===== src/rtl/fb_scanout_pkg.sv =====
// Shared framebuffer constants: geometry defaults, word/pixel packing, fetch-state encoding.
// No logic; referenced by the scanout reader and the renderer's writer side.
// Keep encodings stable: both sides of the framebuffer port decode fetch_state_t.
package fb_scanout_pkg;
    localparam int H_ACTIVE_DEF = 720;
    localparam int V_ACTIVE_DEF = 480;
    localparam int PIX_BITS     = 8;
    localparam int PIX_PER_WORD = 8;
    localparam int WORD_BITS    = PIX_BITS * PIX_PER_WORD;
    localparam int ADDR_BITS    = 28;
    localparam int WCNT_BITS    = 16;
    localparam int FRAME_WORDS  = H_ACTIVE_DEF * V_ACTIVE_DEF / PIX_PER_WORD;

    typedef enum logic [1:0] {
        FS_IDLE      = 2'd0,
        FS_REQ       = 2'd1,
        FS_WAIT_DATA = 2'd2
    } fetch_state_t;

    // Number of 64-bit words covering one active frame.
    function automatic logic [WCNT_BITS-1:0] frame_words(input int h, input int v);
        return WCNT_BITS'(h * v / PIX_PER_WORD);
    endfunction
endpackage


===== src/rtl/fb_word_fifo.sv =====
// Synchronous first-word-fall-through FIFO holding prefetched framebuffer words.
// Latency: a pushed word is visible on pop_data the cycle after the push.
// Backpressure: push is dropped when full unless a pop happens the same cycle; flush wins over both.
module fb_word_fifo #(
    parameter int WIDTH = 64,
    parameter int DEPTH = 4,
    localparam int AW = $clog2(DEPTH)
) (
    input  logic             clk,
    input  logic             rst_n,
    input  logic             flush,
    input  logic             push,
    input  logic [WIDTH-1:0] push_data,
    input  logic             pop,
    output logic [WIDTH-1:0] pop_data,
    output logic             full,
    output logic             empty,
    output logic [AW:0]      count
);
    logic [WIDTH-1:0] mem [DEPTH];
    logic [AW-1:0]    wr_ptr;
    logic [AW-1:0]    rd_ptr;
    logic             do_push;
    logic             do_pop;

    assign full     = (count == (AW+1)'(DEPTH));
    assign empty    = (count == '0);
    assign do_pop   = pop && !empty;
    assign do_push  = push && (!full || do_pop);
    assign pop_data = mem[rd_ptr];

    // Storage array; no reset needed, occupancy is tracked by count.
    always_ff @(posedge clk) begin
        if (do_push && !flush) begin
            mem[wr_ptr] <= push_data;
        end
    end

    // Pointer and occupancy bookkeeping; simultaneous push and pop leaves count unchanged.
    always_ff @(posedge clk or negedge rst_n) begin
        if (!rst_n) begin
            wr_ptr <= '0;
            rd_ptr <= '0;
            count  <= '0;
        end else if (flush) begin
            wr_ptr <= '0;
            rd_ptr <= '0;
            count  <= '0;
        end else begin
            if (do_push) wr_ptr <= wr_ptr + 1'b1;
            if (do_pop)  rd_ptr <= rd_ptr + 1'b1;
            count <= count + (AW+1)'(do_push) - (AW+1)'(do_pop);
        end
    end
endmodule


===== src/rtl/fb_scanout.sv =====
// Framebuffer scanout: fetches 64-bit words, buffers them, emits one 8-bit colour index per active pixel.
// Latency: pix_color/pix_valid are registered, one cycle after ce_pix && de.
// Backpressure: fetching pauses while the FIFO (counting the in-flight word) is full; an empty FIFO underflows.
module fb_scanout
    import fb_scanout_pkg::*;
#(
    parameter int                   H_ACTIVE   = H_ACTIVE_DEF,
    parameter int                   V_ACTIVE   = V_ACTIVE_DEF,
    parameter int                   FIFO_DEPTH = 4,
    parameter logic [ADDR_BITS-1:0] FB_BASE    = 28'd0
) (
    input  logic                 clk_sys,
    input  logic                 reset_n,
    output logic [ADDR_BITS-1:0] fb_rd_addr,
    output logic                 fb_rd_req,
    input  logic                 fb_rd_ready,
    input  logic [WORD_BITS-1:0] fb_rd_data,
    input  logic                 ce_pix,
    input  logic                 de,
    input  logic                 vs_start,
    output logic [PIX_BITS-1:0]  pix_color,
    output logic                 pix_valid,
    output logic                 underflow,
    output logic                 frame_done
);
    localparam logic [WCNT_BITS-1:0] FRAME_W = frame_words(H_ACTIVE, V_ACTIVE);
    localparam int                   CW      = $clog2(FIFO_DEPTH) + 1;

    fetch_state_t          state;
    logic                  discard;
    logic [WCNT_BITS-1:0]  word_cnt;
    logic                  fifo_full;
    logic                  fifo_empty;
    logic [CW-1:0]         fifo_count;
    logic [WORD_BITS-1:0]  fifo_dout;
    logic                  in_flight;
    logic                  room;
    logic                  push;
    logic                  pop;
    logic                  pix_due;
    logic [WORD_BITS-1:0]  cur_word;
    logic [2:0]            byte_idx;
    logic                  cur_left;

    // An outstanding request already owns a FIFO slot, so a returning word always fits.
    assign in_flight = (state != FS_IDLE);
    assign room      = (int'(fifo_count) + int'(in_flight)) < FIFO_DEPTH;
    assign pix_due   = ce_pix && de;
    // vs_start beats a returning word: the old frame's data is thrown away.
    assign push      = (state == FS_WAIT_DATA) && fb_rd_ready && !discard && !vs_start;
    // After an underflow the FIFO is drained freely so fetching can run to the end of the frame.
    assign pop       = !vs_start && !fifo_empty && (underflow || (pix_due && !cur_left));

    fb_word_fifo #(
        .WIDTH (WORD_BITS),
        .DEPTH (FIFO_DEPTH)
    ) u_fifo (
        .clk       (clk_sys),
        .rst_n     (reset_n),
        .flush     (vs_start),
        .push      (push),
        .push_data (fb_rd_data),
        .pop       (pop),
        .pop_data  (fifo_dout),
        .full      (fifo_full),
        .empty     (fifo_empty),
        .count     (fifo_count)
    );

    a_no_drop: assert property (@(posedge clk_sys) disable iff (!reset_n) !(push && fifo_full && !pop));

    // Fetch FSM: one request at a time over the ready/req handshake, address and word count advance per push.
    always_ff @(posedge clk_sys or negedge reset_n) begin
        if (!reset_n) begin
            state      <= FS_IDLE;
            fb_rd_req  <= 1'b0;
            fb_rd_addr <= FB_BASE;
            word_cnt   <= '0;
            discard    <= 1'b0;
            frame_done <= 1'b0;
        end else begin
            frame_done <= 1'b0;
            if (vs_start) begin
                word_cnt   <= '0;
                fb_rd_addr <= FB_BASE;
            end
            case (state)
                FS_IDLE: begin
                    if (!vs_start && room && (word_cnt < FRAME_W)) begin
                        state     <= FS_REQ;
                        fb_rd_req <= 1'b1;
                    end
                end
                FS_REQ: begin
                    if (vs_start) discard <= 1'b1;
                    if (!fb_rd_ready) begin
                        state     <= FS_WAIT_DATA;
                        fb_rd_req <= 1'b0;
                    end
                end
                FS_WAIT_DATA: begin
                    if (fb_rd_ready) begin
                        state   <= FS_IDLE;
                        discard <= 1'b0;
                        if (push) begin
                            fb_rd_addr <= fb_rd_addr + ADDR_BITS'(8);
                            word_cnt   <= word_cnt + 1'b1;
                            frame_done <= (word_cnt == FRAME_W - 1'b1);
                        end
                    end else if (vs_start) begin
                        discard <= 1'b1;
                    end
                end
                default: begin
                    state     <= FS_IDLE;
                    fb_rd_req <= 1'b0;
                end
            endcase
        end
    end

    // Unpacker: walk bytes 0..7 of the current word, refilling from the FIFO head when it runs out.
    always_ff @(posedge clk_sys or negedge reset_n) begin
        if (!reset_n) begin
            pix_color <= '0;
            pix_valid <= 1'b0;
            underflow <= 1'b0;
            cur_word  <= '0;
            byte_idx  <= '0;
            cur_left  <= 1'b0;
        end else if (vs_start) begin
            pix_valid <= 1'b0;
            underflow <= 1'b0;
            byte_idx  <= '0;
            cur_left  <= 1'b0;
        end else begin
            pix_valid <= pix_due;
            if (pix_due) begin
                if (underflow) begin
                    pix_color <= '0;
                end else if (cur_left) begin
                    pix_color <= cur_word[{byte_idx, 3'b000} +: PIX_BITS];
                    byte_idx  <= byte_idx + 3'd1;
                    cur_left  <= (byte_idx != 3'd7);
                end else if (!fifo_empty) begin
                    pix_color <= fifo_dout[PIX_BITS-1:0];
                    cur_word  <= fifo_dout;
                    byte_idx  <= 3'd1;
                    cur_left  <= 1'b1;
                end else begin
                    pix_color <= '0;
                    underflow <= 1'b1;
                end
            end
        end
    end
endmodule

===== config.mk =====
export PLATFORM = sky130hd
export DESIGN_NAME = fb_scanout
export DESIGN_NICKNAME = d
export VERILOG_FILES = /design/src/rtl/fb_scanout_pkg.sv /design/src/rtl/fb_word_fifo.sv /design/src/rtl/fb_scanout.sv
export SDC_FILE = /design/constraint.sdc
export NUM_CORES = 1
export LEC_CHECK = 0
export CAP_MARGIN = 20
export CORE_MARGIN = 3
export CORE_UTILIZATION = 60
export DETAILED_ROUTE_END_ITERATION = 12
export HOLD_SLACK_MARGIN = 0.12
export PLACE_DENSITY_LB_ADDON = 0.08
export SLEW_MARGIN = 20
export SYNTH_ARGS = -nofsm -noshare
export SYNTH_HDL_FRONTEND = slang
export SYNTH_SLANG_ARGS = --single-unit

===== constraint.sdc =====
create_clock -name clk_sys -period 5 [get_ports clk_sys]
set_input_delay 0.75 -clock clk_sys [delete_from_list [all_inputs] [get_ports clk_sys]]
set_output_delay 0.75 -clock clk_sys [all_outputs]
set_load 0.01 [all_outputs]

[Word-level counts from Yosys, hierarchy flattened]
Memory sizes are Yosys's and may differ from the RTL's.
Index checks and enable logic that the tools add are counted.
Word-level totals
  flip-flop bits (word level): 134
  latch bits: 0
  bits in read-only memories: 0
  memories: 1
  RAM bits: 256
  output and inout port bits: 40
  bits of input ports: 70
  word-level logic and storage cells: 121
Operators by class
  div/mod/pow operators: 0
  $add $sub $neg: 8
  $mul: 0
  reductions and logical operators: 32
  shifts and indexed selects: 1
  bitwise operators: 5
  eq/ne operators: 10
  $lt $le $gt $ge: 2
  multiplexer cells: 47
Memories
  u_fifo.mem: words 4, width 64, rd ports 1, clocked after Yosys merged registers in 0, wr ports 1, RTL line fb_word_fifo.sv:20  | logic [WIDTH-1:0] mem [DEPTH];
Operators by type and width (number)
  28-bit 2-to-1 mux: 4
  16-bit 2-to-1 mux: 4
  64-bit by 7-bit indexed part select with 8-bit output: 1
  28-bit by 4-bit adder with 28-bit output (second input constant): 1
  8-bit 2-to-1 mux: 3
  1-bit 2-to-1 mux: 20
  3-bit 2-to-1 mux: 6
  16-bit by 1-bit adder with 16-bit output (second input constant): 1
  16-bit equality test (second input constant): 1
  16-bit less-than comparator (second input constant): 1
  2-bit 2-to-1 mux: 7
  1-bit logical AND: 12
  2-bit nonzero test: 5
  3-bit AND reduction: 3
  2-bit != test (second input constant): 4
  2-bit one-hot mux with 3 select lines: 1
  1-bit logical NOT: 5
  1-bit NOT: 5
  5-bit AND reduction: 1
  2-bit by 1-bit adder with 2-bit output (second input constant): 2
  3-bit by 1-bit adder with 4-bit output: 1
  4-bit by 3-bit less-than comparator with 1-bit output (second input constant): 1
  2-bit AND reduction: 2
  3-bit by 1-bit adder with 3-bit output: 1
  other kinds (12): 13

[Longest topological paths before layout]
Gate-level depths: netlist of run 1.
  depth in word-level cells: 10
  mapped depth: 10
  depth with buffers taken out: 9

[Hierarchy]
A second synthesis of run 1 with hierarchy kept.
Unflattened totals
  cells, all modules: 1000
  area, all modules: 15660.0 µm²
By module, submodules not included
  fb_word_fifo: instances 1, area each 9673.0 µm², sequential area each 7862.5 µm², cells an instance 380
  fb_scanout: instances 1, area each 5987.0 µm², sequential area each 3178.0 µm², cells an instance 620

[Worst setup path before layout of run 1]
OpenSTA, ideal clock, no wires.
  kind: input-to-reg
  start point: input vs_start
  end point: memory u_fifo.mem[0][0], enable pin
  arrival time: 3178 ps
  slack: 1393 ps
  cell stages on the path: 5
  required time: 4571 ps
  path buffers: 2
  setup time: 429 ps
  cell sequence: buf_6 nand4bb_1 buf_2 a41oi_1 and2_1
On the way
  cells in the longest elaborated chain, start to end: 9
  elaborated cells on any way between the ends: 10
  those cells by class: 2 x mux; 8 x reduce/logical
RTL lines
  start: declaration: RTL line fb_scanout.sv:20  | input logic vs_start,
  1-bit logical NOT *: RTL line fb_word_fifo.sv:34, fb_scanout.sv:50, fb_scanout.sv:52
  1-bit logical AND (2 in series): RTL line fb_scanout.sv:52  | assign pop = !vs_start && !fifo_empty && (underflow || (pix_due && !cur_left));
  1-bit logical AND: RTL line fb_word_fifo.sv:28  | assign do_pop = pop && !empty;
  1-bit logical OR: RTL line fb_word_fifo.sv:29  | assign do_push = push && (!full || do_pop);
  1-bit logical AND: RTL line fb_word_fifo.sv:29
  1-bit logical AND *: RTL line fb_word_fifo.sv:34  | if (do_push && !flush) begin
  1-bit 2-to-1 mux *: RTL line fb_word_fifo.sv:34
  1-bit 2-to-1 mux (implied by the code) *: RTL line fb_word_fifo.sv:35  | mem[wr_ptr] <= push_data;
  end: declaration: RTL line fb_word_fifo.sv:20
Every way passes the cells marked *; elsewhere a longest branch is shown, timed or not.

[Final worst setup path of run 1]
  start point: input fb_rd_ready
  end point: memory u_fifo.mem[0][23], enable pin
On the way
  cells in the longest elaborated chain, start to end: 7
RTL lines
  start: declaration: RTL line fb_scanout.sv:16  | input logic fb_rd_ready,
  1-bit logical AND (3 in series): RTL line fb_scanout.sv:50  | assign push = (state == FS_WAIT_DATA) && fb_rd_ready && !discard && !vs_start;
  1-bit logical AND: RTL line fb_word_fifo.sv:29
  1-bit logical AND: RTL line fb_word_fifo.sv:34
  1-bit 2-to-1 mux: RTL line fb_word_fifo.sv:34
  1-bit 2-to-1 mux (implied by the code): RTL line fb_word_fifo.sv:35
Every way passes these cells.

==> impl_metrics.csv, run 1 <==
group,metric,value,unit
routing,dr.pass1.iters,5,
timing,setup_viol,0,
timing,max_freq,313,MHz
placed_design,dp_slack,1.26,ns
pwr,leakage,6.84,nW
routing,final_antenna_net_count,0,
floorplan,die-area,0.0280,mm^2
final_layout,num-fill-cells,1537,
setup_path,critPathTopFamily,"buffers and inverters",
timing,worst_slew_pin_slew,0.991,ns
synth,syn_area_per_cell,17.9,um^2
timing,fin_crit_sh,64.0,%
timing,setup_ws,1.80,ns
clocking,cts-root-buf,"clkbuf_16",
global_routing,grt_pass1_wl,49700,um
timing,post-route-min-period,3.20,ns
setup_path,critPathLaunchType,"input port",
placed_design,port_buffers,109,
timing,rsz0062_at_grt,"no",
timing,finalHoldViolations,0,
clocking,clk_latency,0.52,ns
floorplan,ioPinCount,110,
synth,synth-seq-area-share,70.6,%
timing,tns,0,ns
worst_hold_path,hold_class,"input port to async pin",
pwr,peakVddDrop,0.338,mV
synth,synth_ff_type,"edfxtp_1",
routing,num_vias,8246,
final_layout,antenna_cells,0,
synth,synth_edf_count,256,
timing,max_slew_margin,33.3,%
clocking,clock_sinks,390,
setup_path,crit_chain,"clkdlybuf4s50_1, nand4bb_1, buf_4, a41oi_1, and2_2, buf_12",
routing,route.detailed.drc,0,
routing,wl,30900,um
timing,drv_slew,0,
clocking,cts_tree,"done",
clocking,htreeDepth,2,
clocking,hold_buffers,0,
global_routing,grt_pass1_vias,8777,
placed_design,hpwlAfterDp,19500,um
final_layout,layout-drive-gt1-share,22.0,%
timing,fin_skew,0.0142,ns
placed_design,placed_area,0.0171,mm^2
final_layout,regArea,0.0110,mm^2
synth,synthArstFlopShare,34.4,%
clocking,clkTransAtPathRegs,0.06,ns
flow_run,drv_cap,0,
setup_path,setup.worst_path.end_class,"flip-flop",
final_layout,final_area,0.0185,mm^2
floorplan,fp.dieW,167,um
setup_path,critPathBufInv,3,
global_routing,grt_usage,22.6,%
clocking,cts_resized,0,
floorplan,core_area,0.0254,mm^2
setup_path,slowest_delay,0.88,ns
setup_path,arrival,3.40,ns
global_routing,antenna_found_initial,1,
floorplan,initial_core_util,61.5,%
clocking,clk_path_buf_depth,3,
synth,synth-seq-cells,390,
setup_path,cp_max_fo,33,
clocking,cts_made_buffers,40,
setup_path,worstPathRequired,5.20,ns
setup_path,ff2ff_setup_slack,1.88,ns
routing,wl_per_cell,22.8,um
final_layout,fin_nets,1083,
routing,routed_via_density,6.07,
final_layout,multi_input_area,0.00430,mm^2
clocking,cts_setup_buffers,0,
final_layout,synthToLayoutAreaGrowth,18.1,%
synth,synth.cell_area,0.0156,mm^2
floorplan,chipHeight,167,um
global_routing,grt_overflow,0,
synth,postSynthCellCount,873,
setup_path,critPathSlowestCell,"and2_2",
synth,synth_nets,959,
setup_path,critPathKind,"input port to flip-flop",
routing,drt_iter0_markers,670,
synth,synth_cell_type_count,49,
floorplan,rows,58,
status,outcome,"complete, no violations",
pwr,p_per_area,424,mW/mm^2
synth,ys_warn_count,0,
placed_design,gp_congestion,0.811,
global_routing,grt_max_degree,73,
[through the flow]
stage               std cells  util, %  total power [W]  hold slack, ns
floorplan                 873        -          0.00453           0.445
global placement         1284     67.4          0.00485           0.455
detailed placement       1284     67.4          0.00491           0.475
CTS                      1357     72.6          0.00789           0.303
global route             1358     72.7          0.00815           0.327
finish                   1358     72.7          0.00783           0.279
[cell usage in the layout (no fill, tap or decap), drive strengths merged, types with 9 or more instances in the layout]
cell / count
xnor2: 12
buf: 17
nor2b: 14
a21o: 10
nand3: 15
ha: 15
mux2i: 15
nor2: 31
clkbuf: 56
a21oi: 16
a211o: 9
inv: 33
dfrtp: 134
nand2: 16
nand2b: 13
clkdlybuf4s50: 107
mux2: 60
mux4: 80
edfxtp: 256
clkinv: 11
nand4: 17
[worst paths after layout]
kind / start / end / cells past startpoint
max in group asynchronous: reset_n / cur_word[55]$_DFFE_PN0P_ / 2
min reg2reg: cur_word[6]$_DFFE_PN0P_ / cur_word[6]$_DFFE_PN0P_ / 1
min: reset_n / word_cnt[11]$_DFF_PN0_ / 1
max: fb_rd_ready / u_fifo.mem[0][23]$_DFFE_PP_ / 6
max reg2reg: state[0]$_DFFE_PN0P_ / u_fifo.mem[0][23]$_DFFE_PP_ / 7
min in group clk_sys: cur_word[6]$_DFFE_PN0P_ / cur_word[6]$_DFFE_PN0P_ / 1
[cell type report]
class | instances | area share, %
clock buffers | 56 | 6.19
multi-input cells | 410 | 23.3
flip-flops and latches | 390 | 59.8
repair buffers | 124 | 6.82
clock inverters | 17 | 1.03
well taps | 330 | 2.24
inverters | 31 | 0.630
[cells in the mapped netlist, types with 2 or more instances]
cell type | number | share of area [%]
nand2_1 | 16 | 0.38
o21ai_0 | 7 | 0.22
dfrtp_1 | 134 | 21
and3_1 | 8 | 0.32
xor2_1 | 6 | 0.34
a21o_1 | 10 | 0.48
ha_1 | 15 | 1.2
nand2b_1 | 13 | 0.52
mux4_2 | 80 | 12
buf_2 | 12 | 0.38
or3_1 | 7 | 0.28
and2_1 | 7 | 0.28
clkbuf_1 | 25 | 0.60
a211o_1 | 9 | 0.50
nand4_1 | 17 | 0.68
mux2_2 | 60 | 4.3
a22oi_1 | 2 | 0.096
inv_1 | 31 | 0.74
edfxtp_1 | 256 | 49
a211oi_1 | 2 | 0.096
nor2_1 | 31 | 0.74
clkbuf_2 | 2 | 0.064
nand3b_1 | 4 | 0.19
mux2i_1 | 15 | 0.96
o22ai_1 | 8 | 0.32
a21oi_1 | 16 | 0.51
xnor2_1 | 12 | 0.67
o31ai_1 | 2 | 0.096
or4_1 | 4 | 0.19
nand3_1 | 15 | 0.48
nor4_1 | 6 | 0.24
a31oi_1 | 2 | 0.080
buf_1 | 2 | 0.048
nor2b_1 | 14 | 0.56
nor3_1 | 8 | 0.26
and4_1 | 2 | 0.11
[layer usage]
layer  GRT usage [%]  wire [um]  up-vias
met5               0         12        -
li1                -          -     3650
met3            4.44       1720       48
met2            37.7      15700      248
met1            31.5      12800     4298
met4            5.76        657        2
[logic make-up (layout without fill, tap and decap cells)]
family	after synthesis	after routing	synth area share (%)
flip-flops	390	390	70.6
XOR/XNOR	18	18	1.01
AND/OR/NAND/NOR	158	158	5.60
buffers and inverters	73	228	1.91
AO/OA/AOI/OAI	63	63	2.70
adder cells (fa/ha/maj)	16	16	1.33
multiplexers	155	155	16.8
[report_power, final]
part / internal, W / switching (W) / leakage [nW] / total, W
combinational: 0.000569 / 0.000405 / 2.07 / 0.000973
clock: 0.00180 / 0.00117 / 0.656 / 0.00297
sequential: 0.00368 / 0.000206 / 4.11 / 0.00389
total: 0.00605 / 0.00178 / 6.84 / 0.00783
[flip-flops by register name (all words and copies together) (netlist names)]
signal         cells
cur_left           1
frame_done         1
fb_rd_addr        28
u_fifo.wr_ptr      2
discard            1
pix_valid          1
byte_idx           3
cur_word          64
pix_color          8
fb_rd_req          1
u_fifo.count       3
u_fifo.mem       256
u_fifo.rd_ptr      2
state              2
underflow          1
word_cnt          16
Note: power is estimated with default switching activity, not from simulation.
==> run 2: changes to the inputs <==
--- a/config.mk
+++ b/config.mk
@@ -7,7 +7,7 @@
 export LEC_CHECK = 0
 export CAP_MARGIN = 20
 export CORE_MARGIN = 3
-export CORE_UTILIZATION = 60
+export CORE_UTILIZATION = 59
 export DETAILED_ROUTE_END_ITERATION = 12
 export HOLD_SLACK_MARGIN = 0.12
 export PLACE_DENSITY_LB_ADDON = 0.08
==> constraint.sdc (replaced) <==
create_clock -name clk_sys -period 3.25 [get_ports clk_sys]
set_input_delay 0.4875 -clock clk_sys [delete_from_list [all_inputs] [get_ports clk_sys]]
set_output_delay 0.4875 -clock clk_sys [all_outputs]
set_load 0.01 [all_outputs]
==> run 2 against run 1 <==
Compared with the run above: count of clock-buffer cells in the layout shrank 2; global-route usage fell by 0.25 points; critical path depth rose by 1; sequential share of layout area is essentially flat; non-clock buffer count is 12 higher; first-iteration DRC count increased by 3.7%; routed wire length about the same; sequential power up 53%; power rose by 50%.
==> impl_metrics.csv, run 2 (same netlist as run 1, synthesis figures left out) <==
group,metric,value,unit
clocking,clkTransAtPathRegs,0.06,ns
clocking,cts_resized,0,
worst_hold_path,hold_class,"input port to flip-flop",
timing,fin_skew,0.0145,ns
timing,tns,0,ns
pwr,p_clk_share,36.4,%
final_layout,final_common_cell,"edfxtp_1",
floorplan,rows,58,
pwr,power_frac_comb,12.8,%
final_layout,largest_register,"u_fifo.mem",
final_layout,synthToLayoutAreaGrowth,18.1,%
routing,wl_per_cell,22.7,um
clocking,clk_path_buf_depth,3,
pwr,leakage,6.84,nW
setup_path,critPathLaunchType,"flip-flop",
floorplan,ioPinCount,110,
flow_run,drv_cap,0,
final_layout,reg_top3,"u_fifo.mem (256), cur_word (64), fb_rd_addr (28)",
global_routing,grt_overflow,0,
clocking,htreeDepth,2,
final_layout,antenna_cells,0,
placed_design,gp_congestion,0.789,
clocking,hold_buffers,1,
pwr,pwr-share-seq,50.8,%
pwr,p_int,0.00905,W
setup_path,arrival,2.79,ns
setup_path,setup.worst_path.end_class,"flip-flop",
global_routing,antenna_found_initial,0,
clocking,clk_latency,0.52,ns
timing,finalHoldViolations,0,
pwr,p_sw_share,22.9,%
placed_design,port_buffers,109,
global_routing,grt_usage,22.4,%
clocking,cts_tree,"done",
final_layout,final_area,0.0185,mm^2
clocking,clock_sinks,390,
clocking,cts_made_buffers,38,
routing,routed_via_density,6.06,
timing,post-route-min-period,2.63,ns
placed_design,hpwlAfterDp,19600,um
setup_path,worstPathRequired,3.41,ns
setup_path,critPathKind,"flip-flop to flip-flop",
global_routing,grt_pass1_wl,49400,um
pwr,p_per_area,636,mW/mm^2
routing,wl,31000,um
timing,max_slew_margin,35.6,%
timing,worst_slew_pin_slew,0.966,ns
floorplan,core_area,0.0256,mm^2
routing,final_antenna_net_count,0,
routing,drt_iter0_markers,695,
pwr,switchingPower,0.00268,W
routing,route.detailed.drc,0,
global_routing,grt_max_degree,73,
final_layout,largest_reg_flops,256,
timing,rsz0062_at_grt,"no",
timing,setup_viol,0,
pwr,peakVddDrop,0.493,mV
timing,whs,0.477,ns
final_layout,final_cell_mix,"edfxtp_1, dfrtp_1, clkdlybuf4s50_1",
final_layout,fin_nets,1093,
global_routing,grt_pass1_vias,8842,
routing,num_vias,8275,
setup_path,cp_max_fo,28,
floorplan,fp.dieW,169,um
final_layout,layout-drive-gt1-share,22.6,%
timing,max_freq,380,MHz
floorplan,die-area,0.0285,mm^2
clocking,cts-root-buf,"clkbuf_16",
timing,fin_crit_sh,80.9,%
status,outcome,"complete, no violations",
floorplan,initial_core_util,61.0,%
floorplan,chipHeight,169,um
placed_design,placed_area,0.0172,mm^2
routing,dr.pass1.iters,4,
timing,drv_slew,0,
clocking,cts_setup_buffers,0,
==> run 2: changes by cell type in the layout (fill, tap and decap cells not counted), sizes merged <==
cell	previous run	this run
buf	17	28
bufinv	4	2
clkbuf	56	54
clkinvlp	0	1
dlygate4sd3	0	1
inv	33	32
==> run 2: layout make-up <==
type / count / area [um^2]
fill: 1588 / 7160
clock buffer: 54 / 1090
inverter: 31 / 116
sequential: 390 / 11000
timing repair buffer: 136 / 1360
multi-input combinational: 410 / 4300
tap: 330 / 413
clock inverter: 15 / 130
==> run 2: critical path, cell delays in order (launching register included) <==
cell and delay, ns:
dfrtp_1 0.42, inv_1 0.10, ha_1 0.23, nand4bb_1 0.41
a41oi_1 0.33, buf_4 0.19, and2_2 0.18, buf_4 0.40
==> run 2: per-stage QoR <==
stage               power, W  utilization (%)  std cells  worst slack [ns]
floorplan            0.00697                -        873             0.583
global placement     0.00749             67.2       1296             0.295
detailed placement   0.00757             67.2       1296             0.274
CTS                   0.0118             72.0       1366             0.585
global route          0.0122             72.0       1366             0.379
finish                0.0117             72.0       1366             0.620
==> run 2: worst paths after layout <==
check	from	slack [ns]	depth (start not counted)	end
setup / recovery	state[0]$_DFFE_PN0P_	0.62	7	u_fifo.mem[1][41]$_DFFE_PP_
hold / removal	vs_start	0.48	3	fb_rd_addr[6]$_DFF_PN0_
setup reg to reg	state[0]$_DFFE_PN0P_	0.62	7	u_fifo.mem[1][41]$_DFFE_PP_
hold reg to reg	cur_word[6]$_DFFE_PN0P_	0.48	1	cur_word[6]$_DFFE_PN0P_
max in group asynchronous	reset_n	1.68	3	cur_word[10]$_DFFE_PN0P_
min in group asynchronous	reset_n	0.61	2	word_cnt[15]$_DFF_PN0_
==> run 2: power groups by stage <==
stage               combinational [W]  sequential, W  clock, W
finish                        0.00150        0.00596   0.00427
detailed placement            0.00151        0.00606         0
floorplan                     0.00107        0.00590         0
global placement              0.00145        0.00604         0
global route                  0.00164        0.00601   0.00456
CTS                           0.00152        0.00597   0.00435
==> run 2: per-layer routing <==
| metal | part of all wire [%] | routed length, um | track usage (%) | vias up |
|---|---|---|---|---|
| met2 | 50 | 15500 | 37.4 | 251 |
| met1 | 42 | 13000 | 30.9 | 4293 |
| li1 | - | - | - | 3679 |
| met3 | 5.1 | 1590 | 3.74 | 52 |
| met5 | 0 | 0 | 0 | - |
| met4 | 2.6 | 798 | 6.55 | 0 |
